[config.mk]
export PLATFORM = sky130hd
export DESIGN_NAME = regfile_wb_queue
export DESIGN_NICKNAME = d
export VERILOG_FILES = /design/src/rtl/regfile_wb_queue.sv
export SDC_FILE = /design/constraint.sdc
export NUM_CORES = 1
export LEC_CHECK = 0
export ABC_CLOCK_PERIOD_IN_PS = 9350
export CAP_MARGIN = 5
export CORE_ASPECT_RATIO = 1.2
export CORE_MARGIN = 3
export CORE_UTILIZATION = 40
export CTS_BUF_LIST = sky130_fd_sc_hd__clkbuf_4 sky130_fd_sc_hd__clkbuf_8
export CTS_CLUSTER_SIZE = 8
export DETAILED_ROUTE_END_ITERATION = 10
export GPL_TIMING_DRIVEN = 0
export SKIP_LAST_GASP = 1
export SLEW_MARGIN = 5
export SYNTH_ARGS = -nofsm -noshare
export SYNTH_HDL_FRONTEND = slang
export SYNTH_SLANG_ARGS = --single-unit
[constraint.sdc]
create_clock -name clk -period 9.35 [get_ports clk]
set_clock_uncertainty 0.1 [all_clocks]
set_input_delay 1.87 -clock clk [delete_from_list [all_inputs] [get_ports clk]]
set_output_delay 1.87 -clock clk [all_outputs]
set_load 0.02 [all_outputs]
[src/rtl/regfile_wb_queue.sv]
// Write-back queue for the 32x64 register file: buffers result writes in order,
// drains one per cycle into the write port and bypasses pending values to decode.
module regfile_wb_queue #(
   parameter int DATA_W   = 64,
   parameter int ADDR_W   = 5,
   parameter int DEPTH    = 4,
   parameter int ZERO_REG = 31
) (
   input  logic                      clk,
   input  logic                      reset,

   input  logic                      in_valid,
   output logic                      in_ready,
   input  logic [ADDR_W-1:0]         in_addr,
   input  logic [DATA_W-1:0]         in_data,

   input  logic                      hold,
   input  logic                      flush,

   output logic                      rf_write,
   output logic [ADDR_W-1:0]         rf_wrAddr,
   output logic [DATA_W-1:0]         rf_wrData,

   input  logic [ADDR_W-1:0]         byp_addrA,
   output logic                      byp_hitA,
   output logic [DATA_W-1:0]         byp_dataA,
   input  logic [ADDR_W-1:0]         byp_addrB,
   output logic                      byp_hitB,
   output logic [DATA_W-1:0]         byp_dataB,

   output logic [$clog2(DEPTH):0]    count,
   output logic                      empty
);

   localparam int                PTR_W     = $clog2(DEPTH);
   localparam int                CNT_W     = PTR_W + 1;
   localparam logic [CNT_W-1:0]  FULL_CNT  = CNT_W'(DEPTH);
   localparam logic [ADDR_W-1:0] ZERO_ADDR = ADDR_W'(ZERO_REG);

   logic [ADDR_W-1:0] addr_q [DEPTH];
   logic [DATA_W-1:0] data_q [DEPTH];

   logic [PTR_W-1:0]  wr_ptr_q, wr_ptr_d;
   logic [PTR_W-1:0]  rd_ptr_q, rd_ptr_d;
   logic [CNT_W-1:0]  count_q,  count_d;

   logic              push;
   logic              drain;

   logic [ADDR_W-1:0] byp_addr [2];
   logic              byp_hit  [2];
   logic [DATA_W-1:0] byp_data [2];

   // ------------------------------------------------------------------
   // Handshake and drain
   // ------------------------------------------------------------------
   assign in_ready = (count_q < FULL_CNT);
   assign empty    = (count_q == '0);
   assign count    = count_q;

   // A zero-register write completes the handshake but never occupies a slot.
   assign push  = in_valid && in_ready && !flush && (in_addr != ZERO_ADDR);
   assign drain = !empty && !hold && !flush;

   assign rf_write  = drain;
   assign rf_wrAddr = empty ? '0 : addr_q[rd_ptr_q];
   assign rf_wrData = empty ? '0 : data_q[rd_ptr_q];

   // ------------------------------------------------------------------
   // Pointer / occupancy next state
   // ------------------------------------------------------------------
   always_comb begin
      // NOTE: every variable gets a default first so no path infers a latch.
      wr_ptr_d = wr_ptr_q;
      rd_ptr_d = rd_ptr_q;
      count_d  = count_q;

      if (flush) begin
         wr_ptr_d = '0;
         rd_ptr_d = '0;
         count_d  = '0;
      end else begin
         if (push)  wr_ptr_d = wr_ptr_q + PTR_W'(1);
         if (drain) rd_ptr_d = rd_ptr_q + PTR_W'(1);
         unique case ({push, drain})
            2'b10:   count_d = count_q + CNT_W'(1);
            2'b01:   count_d = count_q - CNT_W'(1);
            default: count_d = count_q;
         endcase
      end
   end

   always_ff @(posedge clk or negedge reset) begin
      if (!reset) begin
         wr_ptr_q <= '0;
         rd_ptr_q <= '0;
         count_q  <= '0;
      end else begin
         // NOTE: state registers use non-blocking assignment so every flop
         // samples pre-edge values regardless of block evaluation order.
         wr_ptr_q <= wr_ptr_d;
         rd_ptr_q <= rd_ptr_d;
         count_q  <= count_d;
      end
   end

   // ------------------------------------------------------------------
   // Entry storage
   // ------------------------------------------------------------------
   always_ff @(posedge clk or negedge reset) begin
      if (!reset) begin
         // NOTE: the array is small and flop-based, so it is cleared on reset;
         // this keeps head/bypass outputs free of X before the first write.
         for (int i = 0; i < DEPTH; i++) begin
            addr_q[i] <= '0;
            data_q[i] <= '0;
         end
      end else if (push) begin
         addr_q[wr_ptr_q] <= in_addr;
         data_q[wr_ptr_q] <= in_data;
      end
   end

   // ------------------------------------------------------------------
   // Bypass: scan oldest to youngest so the last match wins
   // ------------------------------------------------------------------
   assign byp_addr[0] = byp_addrA;
   assign byp_addr[1] = byp_addrB;

   always_comb begin
      logic [PTR_W-1:0] idx;
      idx = '0;
      for (int p = 0; p < 2; p++) begin
         byp_hit[p]  = 1'b0;
         byp_data[p] = '0;
         for (int i = 0; i < DEPTH; i++) begin
            idx = rd_ptr_q + PTR_W'(i);
            if ((CNT_W'(i) < count_q) && (addr_q[idx] == byp_addr[p]) &&
                (byp_addr[p] != ZERO_ADDR)) begin
               byp_hit[p]  = 1'b1;
               byp_data[p] = data_q[idx];
            end
         end
      end
   end

   assign byp_hitA  = byp_hit[0];
   assign byp_dataA = byp_data[0];
   assign byp_hitB  = byp_hit[1];
   assign byp_dataB = byp_data[1];

endmodule

Word-level counts from Yosys, hierarchy flattened
Index checks and enable logic that the tools add are counted.
{"block": "totals", "register_bits": 283, "latch_bits": 0, "ram_bits": 0, "mem_bits_ro": 0, "wordCells": 129, "mem_count": 0}
{"block": "op_classes", "add_sub_neg": 6, "multipliers": 0, "n_div": 0, "n_lt_le_gt_ge": 11, "eq_ne": 13, "shift": 0, "mux": 54, "bitwise": 5, "n_reduce_logical": 29}
{"operator": "2-to-1 mux 64 bit", "count": 18}
{"operator": "binary-select mux 64 bit (select 2 bit)", "count": 4}
{"operator": "bitwise mux 256 bit", "count": 1}
{"operator": "demux 64 bit (select 2 bit)", "count": 1}
{"operator": "2-to-1 mux 5 bit", "count": 10}
{"operator": "binary-select mux 5 bit (select 2 bit)", "count": 4}
{"operator": "== test 5 bit", "count": 8}
{"operator": "logical AND 1 bit", "count": 22}
{"operator": "bitwise mux 20 bit", "count": 1}
{"operator": "greater-or-equal comparator 3 bit, second input constant", "count": 5}
{"operator": "inequality test 5 bit, second input constant", "count": 3}
{"operator": "NOT 2 -> 3 bit", "count": 5}
{"operator": "demux 5 bit (select 2 bit)", "count": 1}
{"operator": "2-to-1 mux 1 bit", "count": 8}
{"operator": "2-to-1 mux 2 bit", "count": 4}
{"operator": "< comparator 1 x 3 -> 1 bit, first input constant", "count": 2}
{"operator": "< comparator 2 x 3 -> 1 bit, first input constant", "count": 2}
{"operator": "case mux 3 bit (2 select lines)", "count": 1}
{"operator": "adder 2 x 1 -> 2 bit, second input constant", "count": 2}
{"operator": "adder 2 bit, second input constant", "count": 2}
{"operator": "nonzero test 2 bit", "count": 2}
{"operator": "adder 3 x 1 -> 3 bit, second input constant", "count": 1}
{"operator": "zero test 1 bit", "count": 3}
{"operator": "zero test 3 bit", "count": 1}
{"operator": "7 further kinds", "count": 7}

Depth between registers and ports, before layout
Gate-level depths: netlist (run 1).
{"block": "depth", "depth_word": 11, "depth_mapped": 13, "ltp_nobuf": 8}

Worst setup path after synthesis (run 1)
No wires, ideal clock.
{"block": "synth_timing", "path_type": "input-to-output", "from": "in byp_addrA[2]", "to": "out byp_dataA[1]", "arrival_time_ns": 4.015, "required_ns": 7.380, "path_slack_ns": 3.365, "stages": 8, "path_buffers": 3, "path_cell_list": "clkbuf_1 xnor2_1 nor3_2 a31oi_1 or4_1 buf_2 buf_2 a311oi_1"}
{"block": "synth_between", "elab_chain_len": 7}
{"element": "start, declared", "line": "24", "rtl": "input logic [ADDR_W-1:0] byp_addrA,"}
{"element": "== test 5 bit", "line": "138", "rtl": "if ((CNT_W'(i) < count_q) && (addr_q[idx] == byp_addr[p]) &&"}
{"element": "logical AND 1 bit (2 in series)", "line": "138"}
{"element": "2-to-1 mux 64 bit (3 in series)", "line": "138"}
{"element": "2-to-1 mux 64 bit *", "line": "138"}
{"element": "end, declared", "line": "26", "rtl": "output logic [DATA_W-1:0] byp_dataA,"}
Every way passes the cells marked *; elsewhere a longest branch is shown, timed or not.

Final worst setup path (run 1)
{"block": "layout_timing", "from": "reg rd_ptr_q[0]", "to": "out byp_dataB[62]"}
{"block": "layout_between", "elab_chain_len": 11}
{"element": "start, declared", "line": "44", "rtl": "logic [PTR_W-1:0] rd_ptr_q, rd_ptr_d;"}
{"element": "start signal, assigned", "line": "102", "rtl": "rd_ptr_q <= rd_ptr_d;"}
{"element": "adder 2 x 1 -> 2 bit / NOT 2 -> 3 bit (equally long branches)", "line": "137, 138, 141"}
{"element": "NOT 2 -> 3 bit (not written as such) / binary-select mux 5 bit (select 2 bit) (equally long branches)", "line": "138, 141"}
{"element": "binary-select mux 5 bit (select 2 bit) / 2-to-1 mux 5 bit (equally long branches)", "line": "138"}
{"element": "2-to-1 mux 5 bit (not written as such)", "line": "138"}
{"element": "2-to-1 mux 5 bit (not written as such) / == test 5 bit (equally long branches)", "line": "138"}
{"element": "== test 5 bit / logical AND 1 bit (equally long branches)", "line": "138"}
{"element": "logical AND 1 bit", "line": "138"}
{"element": "logical AND 1 bit / 2-to-1 mux 64 bit (equally long branches)", "line": "138"}
{"element": "2-to-1 mux 64 bit (2 in series)", "line": "138"}
{"element": "2-to-1 mux 64 bit *", "line": "138"}
{"element": "end, declared", "line": "29", "rtl": "output logic [DATA_W-1:0] byp_dataB,"}
Every way passes the cells marked *; elsewhere a longest branch is shown, timed or not. The select of a mux whose other input is x is not followed.

==> results of run 1 <==
## power breakdown
group          switching, uW  internal (uW)
sequential               468           1820
combinational           3780           2530
clock                    557            790
## layer usage
metal	vias up	global-route usage, %	share of wire (%)
met4	2	13.5	5.0
li1	9426	-	-
met1	10800	39.2	39
met2	1357	50.0	46
met3	295	7.28	9.8
met5	-	0	0.0075
## registers in the layout, summed over array words and instances (netlist names)
name / count
addr_q: 20
count: 3
data_q: 256
rd_ptr_q: 2
wr_ptr_q: 2
## final timing paths
kind	from	endpoint	slack, ps	depth (start not counted)
worst min register to register	data_q[103]	data_q[103]	430	1
min in group asynchronous	reset	data_q[51]	1050	1
max in group asynchronous	reset	data_q[84]	6940	3
worst min-delay path	data_q[103]	data_q[103]	430	1
worst max register to register	rd_ptr_q[0]	rd_ptr_q[1]	5770	10
worst max-delay path	rd_ptr_q[0]	byp_dataB[62]	1380	10
## per-stage QoR
step                setup WS (ps)  area (um^2)  std cells  hold WS (ps)
floorplan                    3370        22100       2356           388
global placement            -5820        25800       3345           403
detailed placement           1750        25900       3348           411
CTS                          1490        27000       3438           424
global route                 1370        27000       3440           437
finish                       1380        27100       3442           425
## cells in the mapped netlist, drive strengths merged (8+ instances only)
| cell | n | area, um^2 |
|---|---|---|
| a21oi | 76 | 392 |
| clkbuf | 108 | 405 |
| xor2 | 13 | 114 |
| a221oi | 59 | 517 |
| xnor2 | 30 | 263 |
| nor4 | 63 | 409 |
| nand3 | 8 | 40.0 |
| mux4 | 20 | 450 |
| inv | 8 | 30.0 |
| nand2 | 139 | 522 |
| o211a | 62 | 621 |
| o21ai | 130 | 651 |
| nor2 | 369 | 1390 |
| mux2 | 460 | 5180 |
| nor3 | 74 | 395 |
| buf | 116 | 622 |
| a2111oi | 62 | 593 |
| dfrtp | 283 | 7080 |
| a211oi | 10 | 75.1 |
| o211ai | 56 | 420 |
| nor2b | 15 | 93.8 |
| mux2i | 141 | 1420 |
## layout make-up
| type | count | area (um^2) | share of cell area [%] |
|---|---|---|---|
| Sequential cell | 283 | 7080 | 26.2 |
| Timing Repair Buffer | 280 | 2860 | 10.6 |
| Multi-Input combinational cell | 1841 | 14000 | 51.7 |
| Clock inverter | 11 | 158 | 0.583 |
| Antenna cell | 4 | 10.0 | 0.0370 |
| Buffer | 224 | 1030 | 3.80 |
| Clock buffer | 79 | 1010 | 3.72 |
| Tap cell | 712 | 891 | 3.29 |
| Inverter | 8 | 30.0 | 0.111 |
## kinds of logic after synthesis
kind of cell / Yosys count
compound gates: 475
xor+xnor: 43
fa+ha+maj: 8
buf+inv: 232
flops: 283
mux: 621
simple gates: 694
==> metrics.txt, run 1 <==
status finished, final reports clean; CTS HTree Levels 2; kind of cell adding the most delay to the critical path buffers and inverters; worst-path maximum fanout 10; FP Rows a little over 90; share of layout cells above drive strength 1 24.3%; Area Overhead vs Synth 22.3%; worst slew pin tran 1400 ps; pin count of the biggest net entering global routing 84; RSZ-0062 raised after global routing no; clk buf depth 3; CP peak stage delay 830 ps; Final Cycle Share 85.3%; number of buffers created by CTS 50; largest family of logic cells by synthesized area multiplexers; critical-path cell list buf_6 -> inv_1 -> buf_2 -> clkbuf_1 -> clkbuf_1 -> buf_2 -> clkbuf_1 -> o21ai_0 -> a221oi_1 -> clkdlybuf4s50_1; Worst-Skew Late Latency about 650 ps; drt via density 6.35; fin util 49.9%; endpoints failing setup 0; CP max stage cell clkbuf_1; WL/cell 27.0 um; Syn Nets 2447; CORE AREA roughly 54000 um^2; Slew Limit Headroom between 6 and 7%; drt initial violations 2979; Final TNS setup 0 ps; final hold violation count 0; syn_area_per_cell around 9.4 um^2; Bufs and invs on worst path 8; hpwl dp 65.4 mm; Worst setup EP type output port; Worst setup SP type flip-flop; vias in the first global route 21700; synthesized flop and latch total between 200 and 300; CTS tree built; final RePlAce weighted congestion 0.927; Slew Limit Fails 0; Post-DRT Antenna Nets 0; IO Pins 289; Req. time, crit path 7380 ps; YS warnings 0; initial antenna violation count 5; DIE AREA 58200 um^2; Pleak 0.0112 uW; Overflow after GRT 0; fillcell total 5106; cell count after synthesis 2356; min-delay worst type flip-flop to flip-flop; Post-Synth Adder-Cell Area 0.441%; WP data arrival approximately 6000 ps; ys async rst share 100%; DIE HEIGHT around 260 um; Die Wd 221 um; Final #Nets approximately 2800; Initial Util ~41%; final WL 93.0 mm; count of cell types in the netlist between 50 and 60; clock root buffer clkbuf_8; sequential area share after synthesis roughly 32%; area of the mapped netlist about 22000 um^2; Synth Area in Simple Gates 13.6%; most common cell after layout, fill and taps aside mux2_2; mux cell area share after synthesis 31.9%; first-pass GRT wire length 137 mm; total track usage 30.9%; Detailed Routing Iterations Pass 1 6; min cycle time layout 7970 ps; maximum VDD drop approximately 0.16 mV; Post-CTS Resized 0; most frequent cells in the layout mux2_2, nor2_1, dfrtp_1, clkdlybuf4s50_1; DRC 0; # Post-CTS Setup Buffers 0; Compound-Gate Fraction of Synth Area 15.6%; clock sinks 283; routed vias 21800; number of enable flip-flop cells after synthesis 0; final total power 9940 uW; Crit Path Class flip-flop to output port; Post-synth top flop dfrtp_1; Most Frequent Cell on Critical Path clkbuf_1; Max-cap violations 0; fmax approximately 130 MHz; xor and xnor fraction of the mapped netlist area about 1.7%; Port Buf Inserts 277; number of hold buffers added after CTS 0; Reg clk slew, reported paths ~60 ps; power density over cell area 367 nW/um^2
(Power assumes the default switching activity.)
==> inputs of run 2 (changes only) <==
- DONT_BUFFER_PORTS: unset -> 1
==> metrics.txt, run 2 (same netlist as run 1, synthesis figures left out) <==
status finished, final reports clean; share of layout cells above drive strength 1 27.1%; worst-path maximum fanout 10; reg-to-reg startpoint count[2]; worst slew pin tran 1380 ps; FP Rows 93; CP max stage cell a221oi_1; Port Buf Inserts 0; Worst setup SP type flip-flop; Req. time, crit path 7380 ps; DRC 0; FF-to-FF End data_q[58]; final hold violation count 0; first-pass GRT wire length 134 mm; most flop-heavy register data_q; Most Frequent Cell on Critical Path clkbuf_1; Largest register FFs approximately 260; initial antenna violation count 1; DIE AREA 58200 um^2; fmax 133 MHz; Post-DRT Antenna Nets 0; hpwl dp 64.9 mm; clock root buffer clkbuf_8; IO Pins 289; drt via density 6.62; Area Overhead vs Synth 9.56%; CP peak stage delay 1060 ps; Worst Setup EP byp_dataB[62]; maximum VDD drop 0.157 mV; Detailed Routing Iterations Pass 1 6; CORE AREA 54200 um^2; critical-path cell list buf_6 -> inv_1 -> buf_2 -> clkbuf_1 -> clkbuf_1 -> buf_2 -> clkbuf_1 -> o21ai_0 -> a221oi_1; final RePlAce weighted congestion 0.952; kind of cell adding the most delay to the critical path buffers and inverters; most common cell after layout, fill and taps aside mux2_2; Crit Path Class flip-flop to output port; min cycle time layout around 7500 ps; min-delay worst type flip-flop to flip-flop; number of buffers created by CTS between 50 and 60; DIE HEIGHT around 260 um; CTS tree built; endpoints failing setup 0; Final #Nets 2502; vias in the first global route 20800; power density over cell area approximately 380 nW/um^2; setup ws final 1840 ps; Pleak 0.0102 uW; final WL roughly 90 mm; Overflow after GRT 0; Worst-Skew Late Latency 630 ps; pin count of the biggest net entering global routing 284; fin util between 40% and 50%; most frequent cells in the layout mux2_2, nor2_1, dfrtp_1, mux2i_1, nand2_1; Initial Util 40.8%; clk buf depth 3; routed vias 20900; Post-CTS Resized 0; # Post-CTS Setup Buffers 0; pre-CTS setup slack 2060 ps; Slew Limit Headroom 7.83%; WL/cell 29.3 um; Bufs and invs on worst path 7; WP data arrival around 5500 ps; reg2reg path depth 7; RSZ-0062 raised after global routing no; Crit path depth 9; crit path from rd_ptr_q[0]; Die Wd ~220 um; Final TNS setup 0 ps; number of hold buffers added after CTS 0; Slew Limit Fails 0; total track usage 30.5%; Reg clk slew, reported paths 60 ps; clock sinks 283; Final Cycle Share 80.4%; Max-cap violations 0; CTS HTree Levels 2; drt initial violations 2370; reg-to-reg setup timing slack approximately 5700 ps; Worst setup EP type output port
run 2: routing by layer:
layer	vias up	wire (um)	GRT usage [%]
met1	10400	34800	37.0
met2	1315	42900	49.9
met5	-	0	0
met3	315	9730	8.56
li1	8892	-	-
met4	0	5190	14.0
run 2: area by class of cell:
type / instances / area (um^2)
clock inverters: 19 / 223
multi-input cells: 1841 / 14000
plain buffers: 224 / 1030
diodes: 1 / 2.50
flip-flops and latches: 283 / 7080
fillers: 5213 / 30000
well taps: 712 / 891
inverters: 8 / 30.0
clock buffers: 75 / 988
run 2: where the power goes:
group | total [uW] | switching (uW) | internal (uW) | leakage [uW]
registers | 2280 | 468 | 1820 | 0.00354
logic | 5630 | 3670 | 1970 | 0.00604
clock network | 1400 | 578 | 818 | 0.000643
total | 9320 | 4720 | 4600 | 0.0102
run 2: per-stage QoR:
| stage | area, um^2 | hold WS [ps] | cells | power [uW] |
|---|---|---|---|---|
| finish | 24200 | 424 | 3163 | 9320 |
| global route | 24200 | 437 | 3163 | 9840 |
| CTS | 24200 | 425 | 3162 | 9180 |
| detailed placement | 23000 | 410 | 3068 | 7760 |
| global placement | 23000 | 402 | 3068 | 7580 |
| floorplan | 22100 | 388 | 2356 | 6230 |
run 2: worst min path at each step:
stage / startpoint / end / slack (ps) / depth (start not counted)
3_3_place_gp: data_q[233] / data_q[233] / 400 / 1
5_1_grt: data_q[246] / data_q[246] / 440 / 1
4_1_cts: data_q[224] / data_q[224] / 430 / 1
3_5_place_dp: data_q[240] / data_q[240] / 410 / 1
6_report: data_q[224] / data_q[224] / 420 / 1
2_1_floorplan: data_q[82] / data_q[82] / 390 / 1
